===== config.mk =====
export PLATFORM = sky130hd
export DESIGN_NAME = boreal_safety_supervisor_flat
export DESIGN_NICKNAME = d
export VERILOG_FILES = /design/src/rtl/boreal_safety_supervisor_if.sv /design/src/rtl/boreal_safety_supervisor.sv /design/src/flat_wrapper.sv
export SDC_FILE = /design/constraint.sdc
export NUM_CORES = 1
export LEC_CHECK = 0
export ABC_AREA = 1
export BUFFER_PORTS_ARGS = -buffer_cell sky130_fd_sc_hd__buf_2
export CAP_MARGIN = 10
export CORE_AREA = 8 8 94 113
export DETAILED_ROUTE_END_ITERATION = 7
export DIE_AREA = 0 0 102 121
export GPL_TIMING_DRIVEN = 1
export MAX_ROUTING_LAYER = met4
export PLACE_DENSITY = 0.58
export SETUP_SLACK_MARGIN = 0.5
export SLEW_MARGIN = 10
export SYNTH_ARGS = -nofsm -noshare
export SYNTH_HDL_FRONTEND = slang
export SYNTH_SLANG_ARGS = --single-unit

===== constraint.sdc =====
create_clock -name clk -period 5.4 [get_ports clk]
set_input_delay 0.54 -clock clk [delete_from_list [all_inputs] [get_ports clk]]
set_output_delay 0.54 -clock clk [all_outputs]
set_load 0.01 [all_outputs]

===== src/rtl/boreal_safety_supervisor_if.sv =====
// Sample, control and status bundle between the safety supervisor and its host.
// The master drives samples and operator controls; the slave (supervisor) returns status.
interface boreal_safety_supervisor_if;
  logic        valid;
  logic [3:0]  flags;
  logic        arm;
  logic        clear_req;
  logic        output_enable;
  logic [1:0]  state;
  logic [3:0]  fault_latch;
  logic [15:0] fault_count;
  logic        irq;

  modport master (
    output valid, flags, arm, clear_req,
    input  output_enable, state, fault_latch, fault_count, irq
  );

  modport slave (
    input  valid, flags, arm, clear_req,
    output output_enable, state, fault_latch, fault_count, irq
  );
endinterface


===== src/rtl/boreal_safety_supervisor.sv =====
// Artifact-flag safety supervisor: debounces sensor flags, latches faults and gates the
// downstream path until an operator clear and a clean recovery window have been seen.
module boreal_safety_supervisor #(
  parameter logic [7:0]  DEBOUNCE       = 8'd3,
  parameter logic [15:0] CLEAN_LIMIT    = 16'd16,
  parameter logic [3:0]  IMMEDIATE_MASK = 4'b1001
) (
  input logic                       clk,
  input logic                       rst_n,
  boreal_safety_supervisor_if.slave bus
);

  typedef enum logic [1:0] {
    StIdle    = 2'd0,
    StArmed   = 2'd1,
    StFault   = 2'd2,
    StRecover = 2'd3
  } state_e;

  state_e      r_state;
  logic [7:0]  r_deb [4];
  logic [3:0]  r_latch;
  logic [15:0] r_fault_cnt;
  logic [15:0] r_clean;
  logic        r_irq;

  logic [3:0]  w_trip;
  logic [7:0]  w_deb_next [4];
  logic        w_all_imm;
  logic [15:0] w_clean_inc;
  logic        w_clean_done;

  // A debounce of 0 or 1 degenerates to single-sample tripping on every bit.
  assign w_all_imm    = (DEBOUNCE <= 8'd1);
  assign w_clean_inc  = r_clean + 16'd1;
  assign w_clean_done = (w_clean_inc >= CLEAN_LIMIT);

  always_comb begin
    for (int i = 0; i < 4; i++) begin
      w_trip[i] = bus.valid && bus.flags[i] &&
                  (IMMEDIATE_MASK[i] || w_all_imm || (r_deb[i] == DEBOUNCE - 8'd1));
      if (!bus.flags[i]) begin
        w_deb_next[i] = 8'd0;
      end else if (r_deb[i] >= DEBOUNCE) begin
        w_deb_next[i] = DEBOUNCE;
      end else begin
        w_deb_next[i] = r_deb[i] + 8'd1;
      end
    end
  end

  always_ff @(posedge clk or negedge rst_n) begin
    if (!rst_n) begin
      r_state     <= StIdle;
      r_latch     <= 4'd0;
      r_fault_cnt <= 16'd0;
      r_clean     <= 16'd0;
      r_irq       <= 1'b0;
      for (int i = 0; i < 4; i++) r_deb[i] <= 8'd0;
    end else begin
      r_irq <= 1'b0;
      case (r_state)
        StIdle: begin
          if (bus.arm) begin
            r_state <= StArmed;
            for (int i = 0; i < 4; i++) r_deb[i] <= 8'd0;
          end
        end
        StArmed: begin
          if (bus.valid) begin
            for (int i = 0; i < 4; i++) r_deb[i] <= w_deb_next[i];
          end
          // A trip takes priority over a simultaneous disarm.
          if (|w_trip) begin
            r_state <= StFault;
            r_latch <= r_latch | w_trip;
            r_irq   <= 1'b1;
            if (r_fault_cnt != 16'hFFFF) r_fault_cnt <= r_fault_cnt + 16'd1;
          end else if (!bus.arm) begin
            r_state <= StIdle;
          end
        end
        StFault: begin
          if (bus.clear_req) begin
            r_state <= StRecover;
            r_clean <= 16'd0;
          end
        end
        StRecover: begin
          if (bus.valid) begin
            if (bus.flags != 4'd0) begin
              r_clean <= 16'd0;
            end else if (w_clean_done) begin
              r_state <= bus.arm ? StArmed : StIdle;
              r_latch <= 4'd0;
              r_clean <= 16'd0;
              for (int i = 0; i < 4; i++) r_deb[i] <= 8'd0;
            end else begin
              r_clean <= w_clean_inc;
            end
          end
        end
        default: r_state <= StIdle;
      endcase
    end
  end

  assign bus.output_enable = (r_state == StArmed);
  assign bus.state         = r_state;
  assign bus.fault_latch   = r_latch;
  assign bus.fault_count   = r_fault_cnt;
  assign bus.irq           = r_irq;

endmodule

===== src/flat_wrapper.sv =====
// flat-port wrapper written by rule: the top's interface ports become plain ports
module boreal_safety_supervisor_flat 
#(
  parameter logic [7:0]  DEBOUNCE       = 8'd3,
  parameter logic [15:0] CLEAN_LIMIT    = 16'd16,
  parameter logic [3:0]  IMMEDIATE_MASK = 4'b1001
)
  (clk, rst_n, bus_valid, bus_flags, bus_arm, bus_clear_req, bus_output_enable, bus_state, bus_fault_latch, bus_fault_count, bus_irq);
  boreal_safety_supervisor_if bus_i ();
  input logic clk;
  input logic rst_n;
  input wire logic [$bits(bus_i.valid)-1:0] bus_valid;
  input wire logic [$bits(bus_i.flags)-1:0] bus_flags;
  input wire logic [$bits(bus_i.arm)-1:0] bus_arm;
  input wire logic [$bits(bus_i.clear_req)-1:0] bus_clear_req;
  output wire logic [$bits(bus_i.output_enable)-1:0] bus_output_enable;
  output wire logic [$bits(bus_i.state)-1:0] bus_state;
  output wire logic [$bits(bus_i.fault_latch)-1:0] bus_fault_latch;
  output wire logic [$bits(bus_i.fault_count)-1:0] bus_fault_count;
  output wire logic [$bits(bus_i.irq)-1:0] bus_irq;
  assign bus_i.valid = bus_valid;
  assign bus_i.flags = bus_flags;
  assign bus_i.arm = bus_arm;
  assign bus_i.clear_req = bus_clear_req;
  assign bus_output_enable = bus_i.output_enable;
  assign bus_state = bus_i.state;
  assign bus_fault_latch = bus_i.fault_latch;
  assign bus_fault_count = bus_i.fault_count;
  assign bus_irq = bus_i.irq;
  boreal_safety_supervisor #(.DEBOUNCE(DEBOUNCE), .CLEAN_LIMIT(CLEAN_LIMIT), .IMMEDIATE_MASK(IMMEDIATE_MASK)) u_core (.clk(clk), .rst_n(rst_n), .bus(bus_i));
endmodule

==> flow_summary.yaml, run 1 <==
outcome:
  outcome: "finished, final reports clean"
sta:
  tightestPinTransition_ns: 0.704
  fin_crit_ns: 2.22
  setup_viol_count_final: 0
  rsz0062_at_grt: "false"
  setup_tns_ns: 0
  hold_viol_final: 0
  final.setup_skew_ns: 0.0132
  max_freq_mhz: 451
  slew_headroom: 0.531
  drv_slew: 0
  min_period_over_period: 0.411
clock_network:
  cts_tree: "done"
  htreeDepth: 2
  cts.repair.resized: 0
  cts_setup_buffers: 0
  hold_buffers: 0
  clkSinkCount: 55
  clk_pin_slew_ns: 0.11
  clkLatencyLatePin_ns: 0.31
  cts_buffers: 5
  clockBufferDepth: 2
  root_buffer: "clkbuf_8"
routing:
  wl_per_cell_um: 11.9
  ant_nets: 0
  first_pass_iters: 4
  viasPerCell: 4.42
  wirelength_mm: 6.44
  drt_iter0_drc: 105
  route.detailed.drc: 0
  via_count: 2381
layout:
  drive_gt1_frac: 0.177
  design_area_mm2: 0.00339
  area_delta_synth_final_pct: 12.1
  n_antenna_cell: 0
  layout.nets: 433
setup_path:
  ff2ff_path_depth: 11
  worstSetupEndpoint: "u_core.bus.fault_count[11]$_DFFE_PN0P_"
  path_max_fanout: 11
  critPathKind: "reg2reg"
  reg2reg_from: "u_core.r_deb[8]$_DFFE_PN0P_"
  r2r_slack_ns: 3.18
  required_ns: 5.61
  arrival_ns: 2.42
  critical_path.startpoint: "u_core.r_deb[8]$_DFFE_PN0P_"
  regToRegEndpoint: "u_core.bus.fault_count[11]$_DFFE_PN0P_"
  cp-start-kind: "register"
  crit_path_end_kind: "register"
yosys:
  yosysTopAreaCellShare: 0.456
  synth.largest_area_cell: "dfrtp_1"
  ys_types: 26
  yosysSeqAreaShare: 0.456
  synth_area_mm2: 0.00302
  synth-seq-cells: 55
  ys_warn_count: 0
  synthCells: 381
  syn_area_per_cell_um2: 7.93
  synth_fp_nets: 396
  synth_area_leaders: "dfrtp_1, nand2_1, inv_1"
global_routing:
  grt_first_pass_wirelength_mm: 11.4
  grt_pass1_vias: 2424
  overflow: 0
  grt_max_degree: 56
  antenna_found_initial: 0
  grt_usage: 0.117
job:
  cap_violations: 0
floorplan:
  die_y_um: 121
  rows: 38
  start_util: 0.342
  die_area_mm2: 0.0123
  core_mm2: 0.00884
  die_w_um: 102
  io_pins: 33
placement:
  gp_congestion: 0.808
  placed_area_mm2: 0.00330
  place_hpwl_mm: 4.83
  io_buffer_count: 32
pwr:
  power_density_mw_per_mm2: 340
  irDropWorstVdd_uv: 189
  p_leak_uw: 0.00176
worst_hold_path:
  hold_path_class: "in2async"
-- cells in the mapped netlist (all sizes together) --
| master | n |
|---|---|
| nand2 | 108 |
| inv | 58 |
| dfrtp | 55 |
| nor2 | 50 |
| nand3 | 28 |
| o21ai | 25 |
| nor3 | 11 |
| nand4 | 10 |
| xor2 | 10 |
| ha | 6 |
| buf | 4 |
| xnor2 | 4 |
| a21oi | 3 |
| nor4 | 3 |
| or2 | 3 |
| a31oi | 2 |
| and2 | 1 |
-- critical path, cell delays in order (launching register included) --
cell,delay (ns)
dfrtp_1,0.43
inv_1,0.08
ha_1,0.14
nand3_1,0.09
nor3_2,0.20
nor2_1,0.08
nand2_1,0.10
nand2_1,0.26
nor2_1,0.26
nand3_1,0.20
o21ai_0,0.20
nand2_1,0.07
-- cell families after synthesis --
kind of cell / after synthesis / share of synthesized area
DFF: 55 / 0.456
and+or+nand+nor: 214 / 0.336
adders and majority gates: 6 / 0.0249
buffers and inverters: 62 / 0.0878
AOI/OAI and AO/OA: 30 / 0.0555
xor gates and xnor gates: 14 / 0.0406
-- routing by layer --
metal / part of all wire / vias up / wire length (um) / global-route usage
met5: 0 / - / 0 / -
met4: 0.013 / 0 / 82 / 0.0386
met3: 0.021 / 6 / 135 / 0.0178
met2: 0.49 / 28 / 3160 / 0.193
met1: 0.48 / 1082 / 3060 / 0.143
li1: - / 1265 / - / -
-- sequential cells by signal, indices dropped and copies added (netlist names), named ones only --
name,count
u_core.bus.fault_count,16
u_core.bus.state,1
u_core.bus.irq,1
u_core.r_clean,16
u_core.bus.fault_latch,4
u_core.r_deb,16
-- layout make-up --
cell class	instances	area, um^2
inverter	58	218
fill	978	5460
timing repair buffer	34	175
clock buffer	6	72.6
tap	120	150
clock inverter	2	16.3
multi-input combinational	264	1380
sequential	55	1380
-- how the worst min path moves through the flow --
stage	end	cells after the start
final	u_core.r_clean[2]$_DFFE_PN0P_	2
after global routing	u_core.r_clean[2]$_DFFE_PN0P_	2
after CTS	u_core.r_clean[1]$_DFFE_PN0P_	2
after detailed placement	u_core.r_deb[10]$_DFFE_PN0P_	2
after global placement	u_core.r_deb[18]$_DFFE_PN0P_	2
after floorplan	asynchronous set/reset pin	0
-- stage by stage --
| stage | hold WS (ns) | util | power, uW | instances | worst slack [ns] |
|---|---|---|---|---|---|
| 2_1_floorplan | 0.244 | - | 829 | 381 | 3.68 |
| 3_3_place_gp | 0.441 | 0.373 | 927 | 531 | 3.18 |
| 3_5_place_dp | 0.444 | 0.373 | 929 | 531 | 3.10 |
| 4_1_cts | 0.382 | 0.383 | 1170 | 539 | 3.16 |
| 5_1_grt | 0.402 | 0.383 | 1240 | 539 | 2.87 |
| 6_report | 0.342 | 0.383 | 1150 | 539 | 3.18 |
-- cells in the final DEF, fill, tap and decap left out, types with 5 or more instances in the layout --
cell type	n
nor2_1	42
xor2_1	10
nor3_1	10
nand3_1	21
nand2_2	9
ha_1	6
nand4_1	10
inv_1	58
clkbuf_8	5
o21ai_0	21
dfrtp_1	55
buf_2	32
nand3_2	5
nand2_1	99
-- report_power, final --
part,switching [uW],internal (uW)
Clock,143,93.7
Sequential,56.9,461
Combinational,266,131
Power figures use the tool's default switching activity.
==> run 2, diff against run 1 <==
==> constraint.sdc (replaced) <==
create_clock -name clk -period 2.2 [get_ports clk]
set_input_delay 0.22 -clock clk [delete_from_list [all_inputs] [get_ports clk]]
set_output_delay 0.22 -clock clk [all_outputs]
set_load 0.01 [all_outputs]
==> flow_summary.yaml, run 2 (synthesis gave the netlist of run 1 again) <==
routing:
  route.detailed.drc: 0
  viasPerCell: 4.67
  via_count: 2656
  ant_nets: 0
  first_pass_iters: 4
  wirelength_mm: 7.32
  wl_per_cell_um: 12.9
  drt_iter0_drc: 71
layout:
  layout.nets: 464
  stdcell_count: 569
  seqCellArea_mm2: 0.00138
  fill_cells: 906
  drive_gt1_frac: 0.312
  multi_input_area_mm2: 0.00159
  area_delta_synth_final_pct: 27.6
  layout_commonest_cell: "nand2_1"
  layout_common_cells: "nand2_1, inv_1, dfrtp_1"
  n_antenna_cell: 0
  design_area_mm2: 0.00385
sta:
  min_period_over_period: 0.847
  hold_viol_final: 0
  slew_headroom: 0.499
  rsz0062_at_grt: "true"
  fin_crit_ns: 1.86
  max_freq_mhz: 537
  setup_tns_ns: 0
  drv_slew: 0
  holdWs_ns: 0.0340
  setup_viol_count_final: 0
  final.setup_skew_ns: 0.0167
  tightestPinTransition_ns: 0.752
setup_path:
  r2r_slack_ns: 0.34
  regToRegEndpoint: "u_core.bus.fault_count[5]$_DFFE_PN0P_"
  required_ns: 2.43
  reg2reg_from: "u_core.r_deb[8]$_DFFE_PN0P_"
  cp-start-kind: "register"
  critPathKind: "reg2reg"
  arrival_ns: 2.09
  ff2ff_path_depth: 11
  crit_path_end_kind: "register"
  path_max_fanout: 6
placement:
  place_inst: 532
  place_hpwl_mm: 4.95
  gp_congestion: 0.841
  io_buffer_count: 32
  placed_area_mm2: 0.00331
job:
  cap_violations: 0
global_routing:
  antenna_found_initial: 0
  grt_usage: 0.126
  grt_max_degree: 56
  grt_first_pass_wirelength_mm: 12.3
  grt_pass1_vias: 2684
  overflow: 0
clock_network:
  root_buffer: "clkbuf_8"
  htreeDepth: 2
  clk_pin_slew_ns: 0.10
  clkSinkCount: 55
  cts_buffers: 5
  cts_tree: "done"
  hold_buffers: 0
  clockBufferDepth: 2
  clkLatencyLatePin_ns: 0.31
outcome:
  outcome: "finished, final reports clean"
floorplan:
  start_util: 0.342
  die_w_um: 102
  io_pins: 33
  rows: 38
  core_mm2: 0.00884
  die_area_mm2: 0.0123
  die_y_um: 121
pwr:
  power.total_uw: 3210
  irDropWorstVdd_uv: 646
  power_density_mw_per_mm2: 832
  p_leak_uw: 0.00196
worst_hold_path:
  hold_path_class: "in2async"
## run 2: worst max-delay path, stage by stage (launching register included)
cell	delay [ns]
dfrtp_1	0.40
inv_1	0.07
ha_2	0.17
nand3_2	0.08
nor3_4	0.23
nor2_2	0.08
nand2_2	0.11
nand2_4	0.08
buf_8	0.15
buf_4	0.13
nor3_2	0.14
xor2_1	0.17
## run 2: worst max-delay path by stage
stage                                              from                                      to  slack, ns
after global placement      u_core.r_deb[8]$_DFFE_PN0P_  u_core.bus.fault_count[11]$_DFFE_PN0P_       0.24
after CTS                 u_core.r_clean[0]$_DFFE_PN0P_            u_core.r_deb[10]$_DFFE_PN0P_       0.35
after detailed placement    u_core.r_deb[8]$_DFFE_PN0P_  u_core.bus.fault_count[11]$_DFFE_PN0P_       0.23
after floorplan             u_core.r_deb[8]$_DFFE_PN0P_  u_core.bus.fault_count[11]$_DFFE_PN0P_       0.51
after global routing      u_core.r_clean[0]$_DFFE_PN0P_   u_core.bus.fault_latch[3]$_DFFE_PN0P_       0.21
final                       u_core.r_deb[8]$_DFFE_PN0P_   u_core.bus.fault_count[5]$_DFFE_PN0P_       0.34
## run 2: cell type report
class | instances | area share
clock inverters | 1 | 0.00130
inverters | 58 | 0.0578
well taps | 120 | 0.0389
flip-flops and latches | 55 | 0.357
multi-input cells | 267 | 0.414
clock buffers | 6 | 0.0214
repair buffers | 62 | 0.110
## run 2: timing repair
item / in CTS / in global routing
setup endpoints to repair: 38 / 42
pin swaps: 14 / 13
buffers inserted: 19 / 8
cloned: 2 / 1
gates resized for setup: 26 / 47
## run 2: power breakdown
group	total (uW)	switching [uW]	internal, uW	leakage, uW
clock network	568	320	248	0.0000470
registers	1270	136	1130	0.000744
logic	1370	856	516	0.00117
total	3210	1310	1900	0.00196
## run 2: stage by stage
| stage | util | setup slack (ns) |
|---|---|---|
| floorplan | - | 0.511 |
| global placement | 0.374 | 0.237 |
| detailed placement | 0.374 | 0.231 |
| CTS | 0.411 | 0.354 |
| global route | 0.436 | 0.212 |
| finish | 0.436 | 0.337 |
## run 2: per-layer routing
| metal | wire length, um | GRT usage | up-vias | part of all wire |
|---|---|---|---|---|
| met5 | 0 | - | - | 0 |
| met4 | 159 | 0.0570 | 0 | 0.022 |
| met3 | 192 | 0.0207 | 8 | 0.026 |
| met2 | 3840 | 0.214 | 38 | 0.52 |
| met1 | 3130 | 0.140 | 1265 | 0.43 |
| li1 | - | - | 1345 | - |
==> run 3, diff against run 2 <==
--- a/config.mk
+++ b/config.mk
@@ -13,7 +13,7 @@
 export DIE_AREA = 0 0 102 121
 export GPL_TIMING_DRIVEN = 1
 export MAX_ROUTING_LAYER = met4
-export PLACE_DENSITY = 0.58
+export PLACE_DENSITY = 0.59
 export SETUP_SLACK_MARGIN = 0.5
 export SLEW_MARGIN = 10
 export SYNTH_ARGS = -nofsm -noshare
==> constraint.sdc (replaced) <==
create_clock -name clk -period 1.7 [get_ports clk]
set_input_delay 0.17 -clock clk [delete_from_list [all_inputs] [get_ports clk]]
set_output_delay 0.17 -clock clk [all_outputs]
set_load 0.01 [all_outputs]
==> flow_summary.yaml, run 3 (synthesis gave the netlist of run 1 again) <==
layout:
  stdcell_count: 608
  drive_gt1_frac: 0.406
  layout_commonest_cell: "nand2_1"
  area_delta_synth_final_pct: 46.8
  multi_input_area_mm2: 0.00171
  n_antenna_cell: 0
  fin_util: 0.501
  layout.nets: 502
  layout_common_cells: "nand2_1, inv_1, dfrtp_1"
  seqCellArea_mm2: 0.00138
  fill_cells: 839
placement:
  gp_congestion: 0.841
  place_hpwl_mm: 5.48
  place_inst: 574
  io_buffer_count: 32
routing:
  ant_nets: 0
  wl_per_cell_um: 12.7
  drt_iter0_drc: 98
  via_count: 2789
  wirelength_mm: 7.69
  viasPerCell: 4.59
  route.detailed.drc: 0
  first_pass_iters: 5
setup_path:
  critical_path.startpoint: "u_core.r_clean[0]$_DFFE_PN0P_"
  cp_slowest_stage_delay_ns: 0.39
  slowest_stage: "dfrtp_1"
  timing.critical_path.mode_cell: "nand2_1"
  regToRegEndpoint: "u_core.r_deb[16]$_DFFE_PN0P_"
  path_max_fanout: 10
  crit_path_end_kind: "register"
  cp-start-kind: "register"
  reg2reg_from: "u_core.r_clean[0]$_DFFE_PN0P_"
  required_ns: 1.90
  r2r_slack_ns: -0.13
  crit_chain: "ha_2 -> nand3_2 -> nor2_4 -> nand2_1 -> nand2_1 -> nand2_1 -> nand2_1 -> nor2_2 -> nand3_4 -> nand3_4 -> nand2_2 -> o21ai_2"
  arrival_ns: 2.03
  worstSetupEndpoint: "u_core.r_deb[16]$_DFFE_PN0P_"
  ff2ff_path_depth: 12
  critPathKind: "reg2reg"
outcome:
  outcome: "finished, violations left"
  violations: "negative setup slack"
sta:
  tightestPinTransition_ns: 0.513
  rsz0062_at_grt: "true"
  slew_headroom: 0.658
  drv_slew: 0
  worst_slack_ns: -0.133
  fin_crit_ns: 1.83
  final.setup_skew_ns: 0.00397
  hold_viol_final: 0
  min_period_over_period: 1.08
  max_freq_mhz: 546
  setup_viol_count_final: 36
clock_network:
  root_buffer: "clkbuf_8"
  clkLatencyLatePin_ns: 0.30
  clockBufferDepth: 2
  cts_tree: "done"
  clk_pin_slew_ns: 0.09
  htreeDepth: 2
  cts_buffers: 5
  clkSinkCount: 55
floorplan:
  die_w_um: 102
  rows: 38
  core_mm2: 0.00884
  die_area_mm2: 0.0123
  start_util: 0.342
  io_pins: 33
  die_y_um: 121
global_routing:
  grt_max_degree: 29
  antenna_found_initial: 0
  overflow: 0
  grt_first_pass_wirelength_mm: 12.8
  grt_pass1_vias: 2763
  grt_usage: 0.132
job:
  cap_violations: 0
pwr:
  p_leak_uw: 0.00222
  irDropWorstVdd_uv: 694
  power_density_mw_per_mm2: 1140
worst_hold_path:
  hold_path_class: "in2reg"
run 3: cell count changes in the layout (fill, tap and decap cells not counted), moves of 2 or more:
cell,previous run,this run
buf_4,21,46
nor2_1,35,25
nor2_4,9,19
dfrtp_1,54,52
dfrtp_2,1,3
buf_6,8,23
xor2_1,10,8
buf_12,0,3
buf_2,32,27
nand2_1,90,87
xor2_2,0,2
run 3: per-stage QoR:
stage / power (uW) / cell area, um^2 / setup TNS, ns / setup slack [ns] / hold WS, ns
floorplan: 2730 / 3110 / 0 / 0.0248 / -0.126
global placement: 3200 / 3710 / -2.40 / -0.117 / 0.0753
detailed placement: 3220 / 3710 / -3.41 / -0.164 / 0.0734
CTS: 4750 / 4210 / -2.87 / -0.128 / 0.164
global route: 5370 / 4430 / -9.20 / -0.298 / 0.182
finish: 5060 / 4430 / -3.26 / -0.133 / 0.173
run 3: power breakdown:
group / internal, uW / leakage [uW] / switching (uW)
combinational: 1150 / 0.00142 / 1400
clock: 477 / 0.0000612 / 416
sequential: 1470 / 0.000742 / 144
run 3: worst min path at each step:
| stage | from | endpoint | slack (ns) | depth (start not counted) |
|---|---|---|---|---|
| floorplan | rst_n | asynchronous set/reset pin | -0.13 | 0 |
| global placement | rst_n | u_core.r_clean[0]$_DFFE_PN0P_ | 0.08 | 1 |
| detailed placement | rst_n | u_core.r_clean[0]$_DFFE_PN0P_ | 0.07 | 1 |
| CTS | bus_flags[1] | u_core.r_deb[17]$_DFFE_PN0P_ | 0.16 | 3 |
| global route | bus_flags[2] | u_core.r_deb[9]$_DFFE_PN0P_ | 0.18 | 3 |
| finish | bus_flags[1] | u_core.r_deb[17]$_DFFE_PN0P_ | 0.17 | 3 |
run 3: timing repair:
item,4_1_cts,5_1_grt
gates resized for setup,57,44
endpoints found under the hold margin,9,0
hold buffers,1,0
pin swaps,15,14
setup endpoints to repair,57,62
setup buffers,16,7
gates cloned,2,0
run 3: worst max-delay path, delay by kind of cell, from the launching register on:
| kind | cells | cell delay, ns |
|---|---|---|
| AOI/OAI and AO/OA | 1 | 0.05 |
| adders and majority gates | 1 | 0.21 |
| DFF | 1 | 0.39 |
| and+or+nand+nor | 10 | 1.06 |
run 3: layout make-up:
cell class / count / area share
multi-input cells: 265 / 0.386
flip-flops and latches: 55 / 0.311
repair buffers: 102 / 0.192
inverters: 58 / 0.0502
well taps: 120 / 0.0339
clock buffers: 6 / 0.0186
clock inverters: 2 / 0.00790
run 3: layer usage:
layer | vias up | routed length (um) | GRT usage
met5 | - | 0 | -
met4 | 0 | 177 | 0.0405
met3 | 17 | 198 | 0.0195
met2 | 47 | 3960 | 0.225
met1 | 1307 | 3360 | 0.156
li1 | 1418 | - | -
